`src/rtl/trap_sequencer_pkg.sv`:
```
// trap_sequencer_pkg: CSR addresses, mcause codes, mstatus bit positions and FSM states
`ifndef DATA_WIDTH
`define DATA_WIDTH 32
`endif

package trap_sequencer_pkg;
    localparam int DATA_WIDTH = `DATA_WIDTH;
    localparam logic [11:0] CSR_MSTATUS = 12'h300;
    localparam logic [11:0] CSR_MTVEC   = 12'h305;
    localparam logic [11:0] CSR_MEPC    = 12'h341;
    localparam logic [11:0] CSR_MCAUSE  = 12'h342;
    localparam logic [3:0] CAUSE_ILLEGAL = 4'd2;
    localparam logic [3:0] CAUSE_EBREAK  = 4'd3;
    localparam logic [3:0] CAUSE_ECALL_M = 4'd11;
    localparam logic [3:0] CAUSE_M_TIMER = 4'd7;
    localparam int MIE_BIT  = 3;
    localparam int MPIE_BIT = 7;
    localparam int MPP_LO   = 11;
    localparam int MPP_HI   = 12;
    typedef enum logic [2:0] {
        ST_IDLE,
        ST_W_EPC,
        ST_W_CAUSE,
        ST_W_STATUS,
        ST_RD_TVEC,
        ST_W_STATUS_RET,
        ST_RD_EPC,
        ST_REDIRECT
    } state_t;
endpackage

```
`src/rtl/trap_sequencer_csr_port_mux.sv`:
```
// trap_sequencer_csr_port_mux: CSR port owned by the pipeline when idle, by the sequencer otherwise
module trap_sequencer_csr_port_mux
    import trap_sequencer_pkg::*;
#(
    parameter int DW = DATA_WIDTH
) (
    input  logic          rst,
    input  logic          idle,
    input  logic          pipe_csr_wren,
    input  logic [11:0]   pipe_csr_waddr,
    input  logic [DW-1:0] pipe_csr_wdata,
    input  logic [11:0]   pipe_csr_raddr,
    output logic [DW-1:0] pipe_csr_rdata,
    input  logic          fsm_wren,
    input  logic [11:0]   fsm_waddr,
    input  logic [DW-1:0] fsm_wdata,
    input  logic [11:0]   fsm_raddr,
    output logic          csr_wren,
    output logic [11:0]   csr_waddr,
    output logic [DW-1:0] csr_wdata,
    output logic [11:0]   csr_raddr,
    input  logic [DW-1:0] csr_rdata
);
    // select port owner; reset suppresses any write so an aborted sequence leaves the CSR file untouched
    always_comb begin
        csr_wren       = !rst && (idle ? pipe_csr_wren : fsm_wren);
        csr_waddr      = idle ? pipe_csr_waddr : fsm_waddr;
        csr_wdata      = idle ? pipe_csr_wdata : fsm_wdata;
        csr_raddr      = idle ? pipe_csr_raddr : fsm_raddr;
        pipe_csr_rdata = idle ? csr_rdata : '0;
    end
endmodule

```
`src/rtl/trap_sequencer.sv`:
```
// trap_sequencer: M-mode trap entry / mret sequencing over the CSR port; TRAP_IRQ_EN adds the timer IRQ path
module trap_sequencer
    import trap_sequencer_pkg::*;
#(
    parameter int          DW          = DATA_WIDTH,
    parameter logic [31:0] MSTATUS_RST = 32'h1800
) (
    input  logic          clk,
    input  logic          rst,
    input  logic          exc_valid,
    input  logic [3:0]    exc_cause,
    input  logic [DW-1:0] cur_pc,
    input  logic          mret_valid,
`ifdef TRAP_IRQ_EN
    input  logic          irq_timer,
`endif
    input  logic          pipe_csr_wren,
    input  logic [11:0]   pipe_csr_waddr,
    input  logic [DW-1:0] pipe_csr_wdata,
    input  logic [11:0]   pipe_csr_raddr,
    output logic [DW-1:0] pipe_csr_rdata,
    output logic          csr_wren,
    output logic [11:0]   csr_waddr,
    output logic [DW-1:0] csr_wdata,
    output logic [11:0]   csr_raddr,
    input  logic [DW-1:0] csr_rdata,
    output logic          busy,
    output logic          redirect_valid,
    output logic [DW-1:0] redirect_pc,
    output logic          trap_ack
);
    localparam logic [DW-1:0] IRQ_CAUSE = {1'b1, {(DW-5){1'b0}}, CAUSE_M_TIMER};

    state_t        state_q, state_d;
    logic [DW-1:0] pc_q, cause_q, status_trap, status_ret;
    logic          mie_shadow, irq_req, idle;
    logic          fsm_wren;
    logic [11:0]   fsm_waddr, fsm_raddr;
    logic [DW-1:0] fsm_wdata;

`ifdef TRAP_IRQ_EN
    assign irq_req = irq_timer & mie_shadow;
`else
    assign irq_req = 1'b0 & mie_shadow;
`endif

    assign idle = state_q == ST_IDLE;

    // state register
    always_ff @(posedge clk) begin
        state_q <= rst ? ST_IDLE : state_d;
    end

    // next state: exception beats mret beats interrupt; trap path is 5 cycles, mret path 3
    always_comb begin
        state_d = ST_IDLE;
        case (state_q)
            ST_IDLE:         state_d = exc_valid ? ST_W_EPC : mret_valid ? ST_W_STATUS_RET : irq_req ? ST_W_EPC : ST_IDLE;
            ST_W_EPC:        state_d = ST_W_CAUSE;
            ST_W_CAUSE:      state_d = ST_W_STATUS;
            ST_W_STATUS:     state_d = ST_RD_TVEC;
            ST_RD_TVEC:      state_d = ST_REDIRECT;
            ST_W_STATUS_RET: state_d = ST_RD_EPC;
            ST_RD_EPC:       state_d = ST_REDIRECT;
            default:         state_d = ST_IDLE;
        endcase
    end

    // sequencer-side CSR port and the mstatus read-modify-write images
    always_comb begin
        fsm_wren = 1'b0;
        fsm_waddr = '0;
        fsm_wdata = '0;
        fsm_raddr = '0;
        status_trap = csr_rdata;
        status_trap[MPIE_BIT] = csr_rdata[MIE_BIT];
        status_trap[MIE_BIT] = 1'b0;
        status_trap[MPP_HI:MPP_LO] = 2'b11;
        status_ret = csr_rdata;
        status_ret[MIE_BIT] = csr_rdata[MPIE_BIT];
        status_ret[MPIE_BIT] = 1'b1;
        status_ret[MPP_HI:MPP_LO] = 2'b11;
        case (state_q)
            ST_W_EPC: begin
                fsm_wren = 1'b1;
                fsm_waddr = CSR_MEPC;
                fsm_wdata = pc_q;
            end
            ST_W_CAUSE: begin
                fsm_wren = 1'b1;
                fsm_waddr = CSR_MCAUSE;
                fsm_wdata = cause_q;
            end
            ST_W_STATUS: begin
                fsm_wren = 1'b1;
                fsm_waddr = CSR_MSTATUS;
                fsm_wdata = status_trap;
                fsm_raddr = CSR_MSTATUS;
            end
            ST_W_STATUS_RET: begin
                fsm_wren = 1'b1;
                fsm_waddr = CSR_MSTATUS;
                fsm_wdata = status_ret;
                fsm_raddr = CSR_MSTATUS;
            end
            ST_RD_TVEC: fsm_raddr = CSR_MTVEC;
            ST_RD_EPC:  fsm_raddr = CSR_MEPC;
            default: ;
        endcase
    end

    // status outputs; reset in the redirect cycle swallows the pulse
    always_comb begin
        busy = !idle;
        redirect_valid = !rst && state_q == ST_REDIRECT;
        trap_ack = !rst && state_q == ST_REDIRECT;
    end

    // request capture while idle, redirect target latch, MIE shadow from every mstatus write
    always_ff @(posedge clk) begin
        if (rst) begin
            pc_q <= '0;
            cause_q <= '0;
            redirect_pc <= '0;
            mie_shadow <= MSTATUS_RST[MIE_BIT];
        end else begin
            if (idle) begin
                pc_q <= cur_pc;
                cause_q <= exc_valid ? {{(DW-4){1'b0}}, exc_cause} : IRQ_CAUSE;
            end
            if (state_q == ST_RD_TVEC)
                redirect_pc <= {csr_rdata[DW-1:2], 2'b00};
            if (state_q == ST_RD_EPC)
                redirect_pc <= csr_rdata;
            if (csr_wren && csr_waddr == CSR_MSTATUS)
                mie_shadow <= csr_wdata[MIE_BIT];
        end
    end

    trap_sequencer_csr_port_mux #(.DW(DW)) u_mux (
        .rst            (rst),
        .idle           (idle),
        .pipe_csr_wren  (pipe_csr_wren),
        .pipe_csr_waddr (pipe_csr_waddr),
        .pipe_csr_wdata (pipe_csr_wdata),
        .pipe_csr_raddr (pipe_csr_raddr),
        .pipe_csr_rdata (pipe_csr_rdata),
        .fsm_wren       (fsm_wren),
        .fsm_waddr      (fsm_waddr),
        .fsm_wdata      (fsm_wdata),
        .fsm_raddr      (fsm_raddr),
        .csr_wren       (csr_wren),
        .csr_waddr      (csr_waddr),
        .csr_wdata      (csr_wdata),
        .csr_raddr      (csr_raddr),
        .csr_rdata      (csr_rdata)
    );
endmodule

```
`config.mk`:
```
export PLATFORM = sky130hd
export DESIGN_NAME = trap_sequencer
export DESIGN_NICKNAME = d
export VERILOG_FILES = /design/src/rtl/trap_sequencer_pkg.sv /design/src/rtl/trap_sequencer_csr_port_mux.sv /design/src/rtl/trap_sequencer.sv
export SDC_FILE = /design/constraint.sdc
export NUM_CORES = 1
export LEC_CHECK = 0
export CAP_MARGIN = 25
export CORE_UTILIZATION = 35
export DETAILED_ROUTE_END_ITERATION = 8
export GPL_TIMING_DRIVEN = 1
export HOLD_SLACK_MARGIN = 0.02
export PLACE_DENSITY_LB_ADDON = 0.2
export SYNTH_ARGS = -nofsm -noshare
export SYNTH_HDL_FRONTEND = slang
export SYNTH_SLANG_ARGS = --single-unit
export TNS_END_PERCENT = 100
```
`constraint.sdc`:
```
create_clock -name clk -period 2.02 [get_ports clk]
set_input_delay 0.303 -clock clk [delete_from_list [all_inputs] [get_ports clk]]
set_output_delay 0.303 -clock clk [all_outputs]
set_load 0.005 [all_outputs]
```
==> run metrics <==
Final setup viols 34; violated checks negative setup slack; initial DRC count between 200 and 250; Reg-to-Reg Start state_q[1]; GRT Util Overall 30.3%; WL/cell around 19 um; pin count of the biggest net entering global routing between 70 and 80; Worst setup SP type flop; Starting Density 36.3%; DIE AREA about 11000 sq um; Vias/cell approximately 5.3; Max IR drop VDD roughly 0.45 mV; GRT overflow 0; Post-CTS Hold Buffers 0; worst-path fanout max 7; Worst Hold Class flop to flop; share of cells above drive strength 1 between 20% and 30%; TritonCTS clock tree built; flop and latch count out of synthesis a little over 70; DP Cell Count just under 900; Max Slew Vio Count 0; maximum clock rate between 400 and 500 MHz; Root Buffer clkbuf_8; DRC errors left 0; hold path startpoint redirect_pc[1]; max-cap violations 0; die width about 110 um; Final WS setup -0.100 ns; asr flop ratio synth 0%; Most used DFF post-synth dfxtp_1; Die Y 106 um; actual slew at the worst max-slew pin approximately 0.77 ns; worst setup path start state_q[2]; status complete, but fails checks; Power, Total around 6.1 mW; WL final between 15 and 20 mm; H-tree depth 3; site row count 37; RePlAce Congestion between 0.9 and 1; most frequent cells in the layout clkdlybuf4s50_1, nand2_1, a21oi_1; Synth Instances about 520; clock skew around 0.012 ns; Final Non-Filler Cells approximately 950; Worst EP arrival 1.82 ns; Max-slew headroom approximately half; io pins around 250; # clock sinks 72; Tcrit/Tclk final 105%; most common cell after layout, fill and taps aside clkdlybuf4s50_1; Avg Cell Area, Syn 7.33 sq um; Vias ~5000; Worst Hold Depth 2; antenna-violating nets left 0; Final Hold Viols 0; Area Growth Syn to Fin 98.3%; RSZ-0062 raised after global routing yes; PwrDens ~820 nW/um^2; worst-skew pair later-pin latency 0.34 ns; Worst-path clk slew ~0.080 ns; Final min period around 2.1 ns; Reg2Reg Depth 11; post-synthesis sequential area ratio about two fifths; first-pass GRT wire length between 20 and 30 mm; CTS Buf Count 9; Synth warnings 0; core area approximately 10000 sq um; critical path class flop to output pin; P_leak ~3.1 nW; syn nets approximately 640; Post-synth EDFFs 0; Post-DP HPWL 11.8 mm; Req. time, crit path 1.72 ns; initial antenna violation count 1; worst hold slack 0.455 ns; Total Nets Final approximately 940; clk buf depth 2; vias in the first global route 4946; Final Core Density 71.9%; drt first pass iters 7; DP Worst Slack -0.109 ns; count of different cell masters after synthesis 35; Mapped Area 3780 sq um; buffers added on ports between 200 and 300; crit end category output pin; fillcell total 784
layout make-up:
class / instances / area, sq um / share of cell area, %
inverters: 2 / 13.8 / 0.184
repair buffers: 329 / 3230 / 43.2
clock buffers: 9 / 124 / 1.65
multi-input cells: 392 / 2420 / 32.4
flip-flops and latches: 72 / 1450 / 19.4
clock inverters: 7 / 70.1 / 0.936
diodes: 1 / 2.50 / 0.0334
well taps: 136 / 170 / 2.27
metrics by stage:
step / TNS [ns] / instance area (sq um)
final: -1.28 / 7490
after global routing: -3.47 / 7490
after CTS: -2.81 / 7330
after detailed placement: -1.26 / 6530
after global placement: -0.278 / 6530
after floorplan: 0 / 3780
where the power goes:
| group | internal, mW | leakage (nW) | switching (mW) |
|---|---|---|---|
| Sequential | 1.58 | 0.592 | 0.107 |
| Clock | 0.570 | 0.0994 | 0.550 |
| Combinational | 1.86 | 2.44 | 1.48 |
| Total | 4.01 | 3.13 | 2.13 |
synth_stat cells (all sizes together), types with 2 or more instances:
cell type  count  area share, %
a22o           2           0.46
dfxtp         72             38
nor2b          2           0.33
nor3b          4           0.79
buf           36            5.9
nand2        156             16
o21a           3           0.60
a22oi          3           0.60
and2          48            7.9
nand3         29            3.8
clkbuf        13            1.4
inv            2           0.26
a21oi         72            9.5
o21ai          8            1.1
a32oi         24            5.6
nor2          11            1.2
mux2           4            1.2
nor3          10            1.6
a21o           2           0.40
mux2i          5            1.3
state kept, by name, indices dropped and copies added, names as in the netlist:
signal and flops:
state_q 3, cause_q 5, redirect_pc 32, pc_q 32
what timing repair did:
| action | in CTS | in global routing |
|---|---|---|
| pin swaps | 21 | 42 |
| resized for setup | 338 | 109 |
| cloned | 8 | 2 |
| endpoints found under the setup margin | 92 | 80 |
| setup buffers | 30 | 11 |
path summary, 6_finish.rpt:
path	endpoint	slack, ns
hold reg to reg	redirect_pc[1]	0.45
setup / recovery	csr_wdata[5]	-0.10
setup reg to reg	cause_q[2]	0.11
hold / removal	redirect_pc[1]	0.45
cells by family (layout without fill, tap and decap cells):
logic type             after synthesis  count (layout)  share of synthesized area (%)
buffers and inverters               51             347                           7.62
other                                0               1                              0
multiplexers                         9               9                           2.52
XOR/XNOR                             1               1                          0.729
flip-flops                          72              72                           38.2
AO/OA/AOI/OAI                      119             119                           19.2
AND/OR/NAND/NOR                    263             263                           31.8
metal layers:
layer	track usage, %	up-vias	wire length [um]
li1	-	2337	-
met1	37.4	2394	7130
met2	52.1	224	8710
met3	6.74	32	1410
met4	9.92	0	443
met5	0	-	0
critical path: stages, from the launching register on:
cell	delay [ns]
dfxtp_4	0.38
buf_6	0.13
xor2_4	0.18
buf_12	0.14
buf_6	0.10
buf_6	0.13
a32oi_2	0.22
nand2_1	0.06
buf_2	0.13
Note: power is estimated with default switching activity, not from simulation.
